### config.mk
export PLATFORM = sky130hd
export DESIGN_NAME = conv_loop_scheduler
export DESIGN_NICKNAME = d
export VERILOG_FILES = /design/src/rtl/conv_loop_scheduler.sv
export SDC_FILE = /design/constraint.sdc
export NUM_CORES = 2
export LEC_CHECK = 0
export ABC_AREA = 1
export BUFFER_PORTS_ARGS = -buffer_cell sky130_fd_sc_hd__buf_2
export CORE_ASPECT_RATIO = 1.5
export CORE_MARGIN = 5
export CORE_UTILIZATION = 40
export CTS_BUF_LIST = sky130_fd_sc_hd__clkbuf_8
export DETAILED_ROUTE_END_ITERATION = 7
export PLACE_DENSITY = 0.55
export SYNTH_ARGS = -nofsm -noshare
export SYNTH_HDL_FRONTEND = slang
export SYNTH_SLANG_ARGS = --single-unit
### constraint.sdc
create_clock -name clk -period 20.6 [get_ports clk]
set_input_delay 0 -clock clk [delete_from_list [all_inputs] [get_ports clk]]
set_output_delay 0 -clock clk [all_outputs]
set_load 0.03 [all_outputs]
### src/rtl/conv_loop_scheduler.sv
// Convolution loop-nest scheduler: walks the tile and compute loops of one layer,
// handshaking with the ifmap/weight banks and the ofmap drain.
module conv_loop_scheduler #(
  parameter int PARAM_NUM       = 6,
  parameter int PARAM_WID       = 16,
  parameter int BANK_ADDR_WIDTH = 32
) (
  input  logic                           clk,
  input  logic                           rst_n,
  input  logic [PARAM_NUM*PARAM_WID-1:0] layer_params_dat,
  input  logic                           layer_params_vld,
  output logic                           layer_params_rdy,
  input  logic                           ifmap_tile_ready,
  output logic                           ifmap_tile_release,
  input  logic                           weights_tile_ready,
  output logic                           weights_tile_release,
  output logic                           mac_en,
  output logic                           mac_clear,
  output logic [BANK_ADDR_WIDTH-1:0]     ifmap_rd_addr,
  output logic [BANK_ADDR_WIDTH-1:0]     weights_rd_addr,
  output logic                           ofmap_tile_done,
  input  logic                           ofmap_drain_done,
  output logic                           layer_done,
  output logic                           busy
);

  localparam int AW = BANK_ADDR_WIDTH;
  localparam logic [PARAM_WID-1:0] P_ZERO = {PARAM_WID{1'b0}};
  localparam logic [PARAM_WID-1:0] P_ONE  = {{(PARAM_WID-1){1'b0}}, 1'b1};
  localparam logic [AW-1:0]        A_ZERO = {AW{1'b0}};
  localparam logic [AW-1:0]        A_ONE  = {{(AW-1){1'b0}}, 1'b1};

  typedef enum logic [2:0] {
    IDLE      = 3'd0,
    LOAD      = 3'd1,
    WAIT_TILE = 3'd2,
    COMPUTE   = 3'd3,
    RELEASE   = 3'd4,
    DRAIN     = 3'd5,
    DONE      = 3'd6
  } state_t;

  function automatic logic [AW-1:0] widen(input logic [PARAM_WID-1:0] v);
    widen = AW'(v);
  endfunction

  state_t state_r, state_nxt;

  logic [PARAM_WID-1:0] oy1_cfg_r, oc1_cfg_r, ic1_cfg_r, fy_cfg_r, oy0_cfg_r, stride_cfg_r;
  logic [AW-1:0]        ix0_r;
  logic [PARAM_WID-1:0] oy1_r, ox1_r, oc1_r, ic1_r;
  logic [PARAM_WID-1:0] fy_r, fx_r, oy0_r, ox0_r;
  logic                 drain_first_r;

  logic ox0_last_s, oy0_last_s, fx_last_s, fy_last_s, point_last_s;
  logic ic1_last_s, oc1_last_s, ox1_last_s, oy1_last_s, tiles_last_s;
  logic cfg_zero_s;

  logic rdy_s, release_s, mac_en_s, mac_clear_s, tile_done_s, layer_done_s, busy_s;
  logic [AW-1:0] row_s, col_s, ifmap_addr_s, weights_addr_s;

  // Loop-bound detection; FX/OX1/OX0 share the bounds of FY/OY1/OY0.
  always_comb begin
    ox0_last_s   = (ox0_r == (oy0_cfg_r - P_ONE));
    oy0_last_s   = (oy0_r == (oy0_cfg_r - P_ONE));
    fx_last_s    = (fx_r  == (fy_cfg_r  - P_ONE));
    fy_last_s    = (fy_r  == (fy_cfg_r  - P_ONE));
    point_last_s = ox0_last_s & oy0_last_s & fx_last_s & fy_last_s;
    ic1_last_s   = (ic1_r == (ic1_cfg_r - P_ONE));
    oc1_last_s   = (oc1_r == (oc1_cfg_r - P_ONE));
    ox1_last_s   = (ox1_r == (oy1_cfg_r - P_ONE));
    oy1_last_s   = (oy1_r == (oy1_cfg_r - P_ONE));
    tiles_last_s = oc1_last_s & ox1_last_s & oy1_last_s;
    cfg_zero_s   = (oy1_cfg_r == P_ZERO) | (oc1_cfg_r == P_ZERO) | (ic1_cfg_r == P_ZERO) |
                   (fy_cfg_r == P_ZERO) | (oy0_cfg_r == P_ZERO);
  end

  // State register.
  always_ff @(posedge clk or negedge rst_n) begin
    if (!rst_n) begin
      state_r <= IDLE;
    end else begin
      state_r <= state_nxt;
    end
  end

  // Next-state and state-decoded control outputs.
  always_comb begin
    state_nxt    = state_r;
    rdy_s        = 1'b0;
    release_s    = 1'b0;
    mac_en_s     = 1'b0;
    mac_clear_s  = 1'b0;
    tile_done_s  = 1'b0;
    layer_done_s = 1'b0;
    busy_s       = (state_r != IDLE);
    case (state_r)
      IDLE: begin
        rdy_s = 1'b1;
        if (layer_params_vld) begin
          state_nxt = LOAD;
        end else begin
          state_nxt = IDLE;
        end
      end
      LOAD: begin
        if (cfg_zero_s) begin
          state_nxt = DONE;
        end else begin
          state_nxt = WAIT_TILE;
        end
      end
      WAIT_TILE: begin
        if (ifmap_tile_ready && weights_tile_ready) begin
          state_nxt = COMPUTE;
        end else begin
          state_nxt = WAIT_TILE;
        end
      end
      COMPUTE: begin
        mac_en_s    = 1'b1;
        mac_clear_s = (ic1_r == P_ZERO) & (fy_r == P_ZERO) & (fx_r == P_ZERO);
        if (point_last_s) begin
          state_nxt = RELEASE;
        end else begin
          state_nxt = COMPUTE;
        end
      end
      RELEASE: begin
        release_s = 1'b1;
        if (ic1_last_s) begin
          state_nxt = DRAIN;
        end else begin
          state_nxt = WAIT_TILE;
        end
      end
      DRAIN: begin
        tile_done_s = drain_first_r;
        if (!ofmap_drain_done) begin
          state_nxt = DRAIN;
        end else if (tiles_last_s) begin
          state_nxt = DONE;
        end else begin
          state_nxt = WAIT_TILE;
        end
      end
      DONE: begin
        layer_done_s = 1'b1;
        state_nxt    = IDLE;
      end
      default: begin
        state_nxt = IDLE;
      end
    endcase
  end

  // Bank read addresses for the current compute point; zero outside COMPUTE.
  always_comb begin
    row_s = widen(oy0_r) * widen(stride_cfg_r) + widen(fy_r);
    col_s = widen(ox0_r) * widen(stride_cfg_r) + widen(fx_r);
    if (mac_en_s) begin
      ifmap_addr_s   = row_s * ix0_r + col_s;
      weights_addr_s = widen(fy_r) * widen(fy_cfg_r) + widen(fx_r);
    end else begin
      ifmap_addr_s   = A_ZERO;
      weights_addr_s = A_ZERO;
    end
  end

  // Parameter latch, derived ifmap row pitch, and the eight loop indices.
  always_ff @(posedge clk or negedge rst_n) begin
    if (!rst_n) begin
      oy1_cfg_r     <= P_ZERO;
      oc1_cfg_r     <= P_ZERO;
      ic1_cfg_r     <= P_ZERO;
      fy_cfg_r      <= P_ZERO;
      oy0_cfg_r     <= P_ZERO;
      stride_cfg_r  <= P_ZERO;
      ix0_r         <= A_ZERO;
      oy1_r         <= P_ZERO;
      ox1_r         <= P_ZERO;
      oc1_r         <= P_ZERO;
      ic1_r         <= P_ZERO;
      fy_r          <= P_ZERO;
      fx_r          <= P_ZERO;
      oy0_r         <= P_ZERO;
      ox0_r         <= P_ZERO;
      drain_first_r <= 1'b0;
    end else begin
      drain_first_r <= (state_r != DRAIN);
      case (state_r)
        IDLE: begin
          oy1_r <= P_ZERO;
          ox1_r <= P_ZERO;
          oc1_r <= P_ZERO;
          ic1_r <= P_ZERO;
          if (layer_params_vld) begin
            oy1_cfg_r    <= layer_params_dat[5*PARAM_WID +: PARAM_WID];
            oc1_cfg_r    <= layer_params_dat[4*PARAM_WID +: PARAM_WID];
            ic1_cfg_r    <= layer_params_dat[3*PARAM_WID +: PARAM_WID];
            fy_cfg_r     <= layer_params_dat[2*PARAM_WID +: PARAM_WID];
            oy0_cfg_r    <= layer_params_dat[1*PARAM_WID +: PARAM_WID];
            stride_cfg_r <= layer_params_dat[0 +: PARAM_WID];
          end else begin
            oy1_cfg_r <= oy1_cfg_r;
          end
        end
        LOAD: begin
          ix0_r <= (widen(oy0_cfg_r) - A_ONE) * widen(stride_cfg_r) + widen(fy_cfg_r);
        end
        WAIT_TILE: begin
          fy_r  <= P_ZERO;
          fx_r  <= P_ZERO;
          oy0_r <= P_ZERO;
          ox0_r <= P_ZERO;
        end
        COMPUTE: begin
          // ox0 fastest, then oy0, fx, fy.
          if (!ox0_last_s) begin
            ox0_r <= ox0_r + P_ONE;
          end else begin
            ox0_r <= P_ZERO;
            if (!oy0_last_s) begin
              oy0_r <= oy0_r + P_ONE;
            end else begin
              oy0_r <= P_ZERO;
              if (!fx_last_s) begin
                fx_r <= fx_r + P_ONE;
              end else begin
                fx_r <= P_ZERO;
                if (!fy_last_s) begin
                  fy_r <= fy_r + P_ONE;
                end else begin
                  fy_r <= P_ZERO;
                end
              end
            end
          end
        end
        RELEASE: begin
          if (ic1_last_s) begin
            ic1_r <= P_ZERO;
          end else begin
            ic1_r <= ic1_r + P_ONE;
          end
        end
        DRAIN: begin
          if (ofmap_drain_done) begin
            if (!oc1_last_s) begin
              oc1_r <= oc1_r + P_ONE;
            end else begin
              oc1_r <= P_ZERO;
              if (!ox1_last_s) begin
                ox1_r <= ox1_r + P_ONE;
              end else begin
                ox1_r <= P_ZERO;
                if (!oy1_last_s) begin
                  oy1_r <= oy1_r + P_ONE;
                end else begin
                  oy1_r <= P_ZERO;
                end
              end
            end
          end else begin
            oc1_r <= oc1_r;
          end
        end
        DONE: begin
          ic1_r <= P_ZERO;
        end
        default: begin
          ic1_r <= P_ZERO;
        end
      endcase
    end
  end

  assign layer_params_rdy     = rdy_s & rst_n;
  assign ifmap_tile_release   = release_s;
  assign weights_tile_release = release_s;
  assign mac_en               = mac_en_s;
  assign mac_clear            = mac_clear_s;
  assign ifmap_rd_addr        = ifmap_addr_s;
  assign weights_rd_addr      = weights_addr_s;
  assign ofmap_tile_done      = tile_done_s;
  assign layer_done           = layer_done_s;
  assign busy                 = busy_s;

endmodule
==> results.txt <==
status -> finished, final reports clean
ys flop type -> dfrtp_1
syn nets -> 10900
Non-Filler Instances -> 11320
Die Area -> 182100 µm²
Routed Wire Length -> 238300 µm
largest net degree at the start of global routing -> 140
Final Hold Viols -> 0
YS warnings -> 0
Pre-antenna DRT Iters -> 6
Startpoint Class -> register
post-layout minimum cycle time -> 14.52 ns
post-CTS setup buffer count -> 0
Pins Over Slew Limit -> 0
Tcrit/Tclk final -> 70.50%
clk slew on worst S/H paths -> 0.07 ns
Die Ht -> 520.1 µm
sequential element share of the synthesized area -> 9.377%
drt wl/cell -> 21.05 µm
Post-Syn Area -> 69380 µm²
via count -> 57360
CTS tree -> yes
EDFF count, synth -> 0
Clock Skew -> 0.06358 ns
Fmax -> 68.86 MHz
Worst EP arrival -> 14.52 ns
core area -> 172900 µm²
ranking of synthesized cells by area -> fa_1 (40%), inv_1 (13%), nand2_1 (11%)
H-tree levels -> 2
Hold WS -> 0.07593 ns
worst slew pin tran -> 1.265 ns
CTS max path bufs -> 3
Worst Path Required -> 20.60 ns
GR Overflow Total -> 0
CTS Sinks -> 260
initial antenna violation count -> 6
Total Nets Final -> 11030
top cells by count, synth -> inv_1 (2342), nand2_1 (2113), fa_1 (1377), ha_1 (540), nor2_1 (538)
Largest stage delay, worst path -> 0.62 ns
flops & latches, synth -> 260
num ports -> 174
Mapped Cells -> 8880
Max FO, Critical Path -> 32
RSZ-0062 raised after global routing -> false
layout overhead on the synthesized area -> 8.519%
Async S/R FF share, synth -> 100.0%
filler instances -> 17590
count of cell types in the netlist -> 68
critical path type -> register to output pin
DRC viols -> 0
class of the worst hold path -> primary input to register
number of flip-flops under the largest register name -> 32
Synth Area per Inst -> 7.813 µm²
dpl cells -> 11060
post-synth top area cell -> fa_1
Starting Density -> 40.13%
critical path's slowest cell -> dfrtp_1
Initial DRC Count -> 3440
vias in the first global route -> 61830
IO Port Bufs -> 173
DR vias/cell -> 5.066
# hold bufs at CTS -> 160
relative slew slack -> 15.64%
first-pass GRT wire length -> 366300 µm
fin util -> 43.54%
share of layout cells above drive strength 1 -> 4.929%
clk_lat worst skew -> 0.73 ns
gr usage total -> 26.37%
cell mode on critical path -> fa_1
area fraction of the dominant cell type after synthesis -> 39.73%
DP Wirelength -> 195200 µm
die width -> 350.1 µm
ANT nets after route -> 0
TritonCTS buffer count -> 50
Largest Register -> ix0_r
routability cong. -> 0.9916
CTS-repair resized insts -> 0
most common cell in the netlist -> inv_1
root buf cell -> clkbuf_8
site row count -> 187
R2R depth -> 28
Setup TNS -> 0 ns
setup violators final -> 0
hold path cells -> 4
Critical Path Sink Type -> output pin
maxcap violations -> 0
## worst max-delay path: cells and delay by family, from the launching register on
| kind | cells | cell delay, ns |
|---|---|---|
| DFF | 1 | 0.62 |
| and+or+nand+nor | 14 | 2.07 |
| adders and majority gates | 17 | 8.19 |
| AOI/OAI and AO/OA | 6 | 1.43 |
| buffers and inverters | 10 | 1.46 |
## worst paths after layout
check	from	end	slack, ns
min reg2reg	oc1_r[5]$_DFFE_PN0P_	oc1_r[5]$_DFFE_PN0P_	0.56
max	stride_cfg_r[4]$_DFFE_PN0P_	ifmap_rd_addr[31]	6.08
max in group asynchronous	rst_n	ix0_r[0]$_DFFE_PN0P_	19.25
min in group asynchronous	rst_n	oc1_r[9]$_DFFE_PN0P_	0.45
max reg2reg	oy0_cfg_r[0]$_DFFE_PN0P_	ix0_r[31]$_DFFE_PN0P_	11.89
min	layer_params_dat[54]	ic1_cfg_r[6]$_DFFE_PN0P_	0.08
## cell type report
type                    count  area (µm²)  area share [%]
multi-input cells        5875       52540           69.78
inverters                2386        8960           11.90
flip-flops and latches    260        6515           8.653
repair buffers            434        3266           4.337
well taps                2268        2838           3.769
clock buffers              63       867.1           1.152
clock inverters            30       296.5          0.3938
diodes                      6       15.01         0.01994
## per-stage QoR
stage / cell area (µm²) / worst slack, ns
after global placement: 72490 / 6.893
final: 75290 / 6.077
after global routing: 75280 / 5.383
after floorplan: 69380 / 8.397
after CTS: 75280 / 5.947
after detailed placement: 72490 / 6.796
## layer usage
layer	track usage [%]	vias up	wire, µm
met5	0	-	0
met2	48.07	1709	122300
met3	2.523	588	10100
met1	29.49	28990	86700
li1	-	26070	-
met4	16.39	0	19250
## cell families (layout without fill, tap and decap cells)
| group | Yosys count | count (layout) | share of synthesized area (%) |
|---|---|---|---|
| AOI/OAI and AO/OA | 541 | 541 | 4.287 |
| xor gates and xnor gates | 263 | 263 | 3.405 |
| adders and majority gates | 1917 | 1917 | 49.47 |
| buffers and inverters | 2745 | 2913 | 14.93 |
| DFF | 260 | 260 | 9.377 |
| other | 0 | 6 | 0 |
| and+or+nand+nor | 3154 | 3154 | 18.53 |
## layout by cell type (no fill, tap or decap), drive strengths merged, types with 3 or more instances in the layout
cell type	instances
a31oi	8
nand2	2123
xnor2	68
xor2	193
nand4	92
clkinv	39
a21o	4
nor3	81
a22oi	3
diode	6
o211ai	8
o31ai	8
ha	540
nor4	50
o21ai	259
a21oi	184
fa	1377
a2111oi	4
and3	7
nor3b	6
inv	2371
buf	275
clkbuf	63
dlygate4sd3	159
a21boi	5
nand3	209
o21bai	7
o21a	5
a211oi	3
dfrtp	260
nand3b	11
o22ai	29
and2	4
bufinv	5
o2111ai	4
nor2	548
or2	19
Power is not shown: default switching activity piles up to over one toggle a cycle in this logic, so the estimate is an artifact.
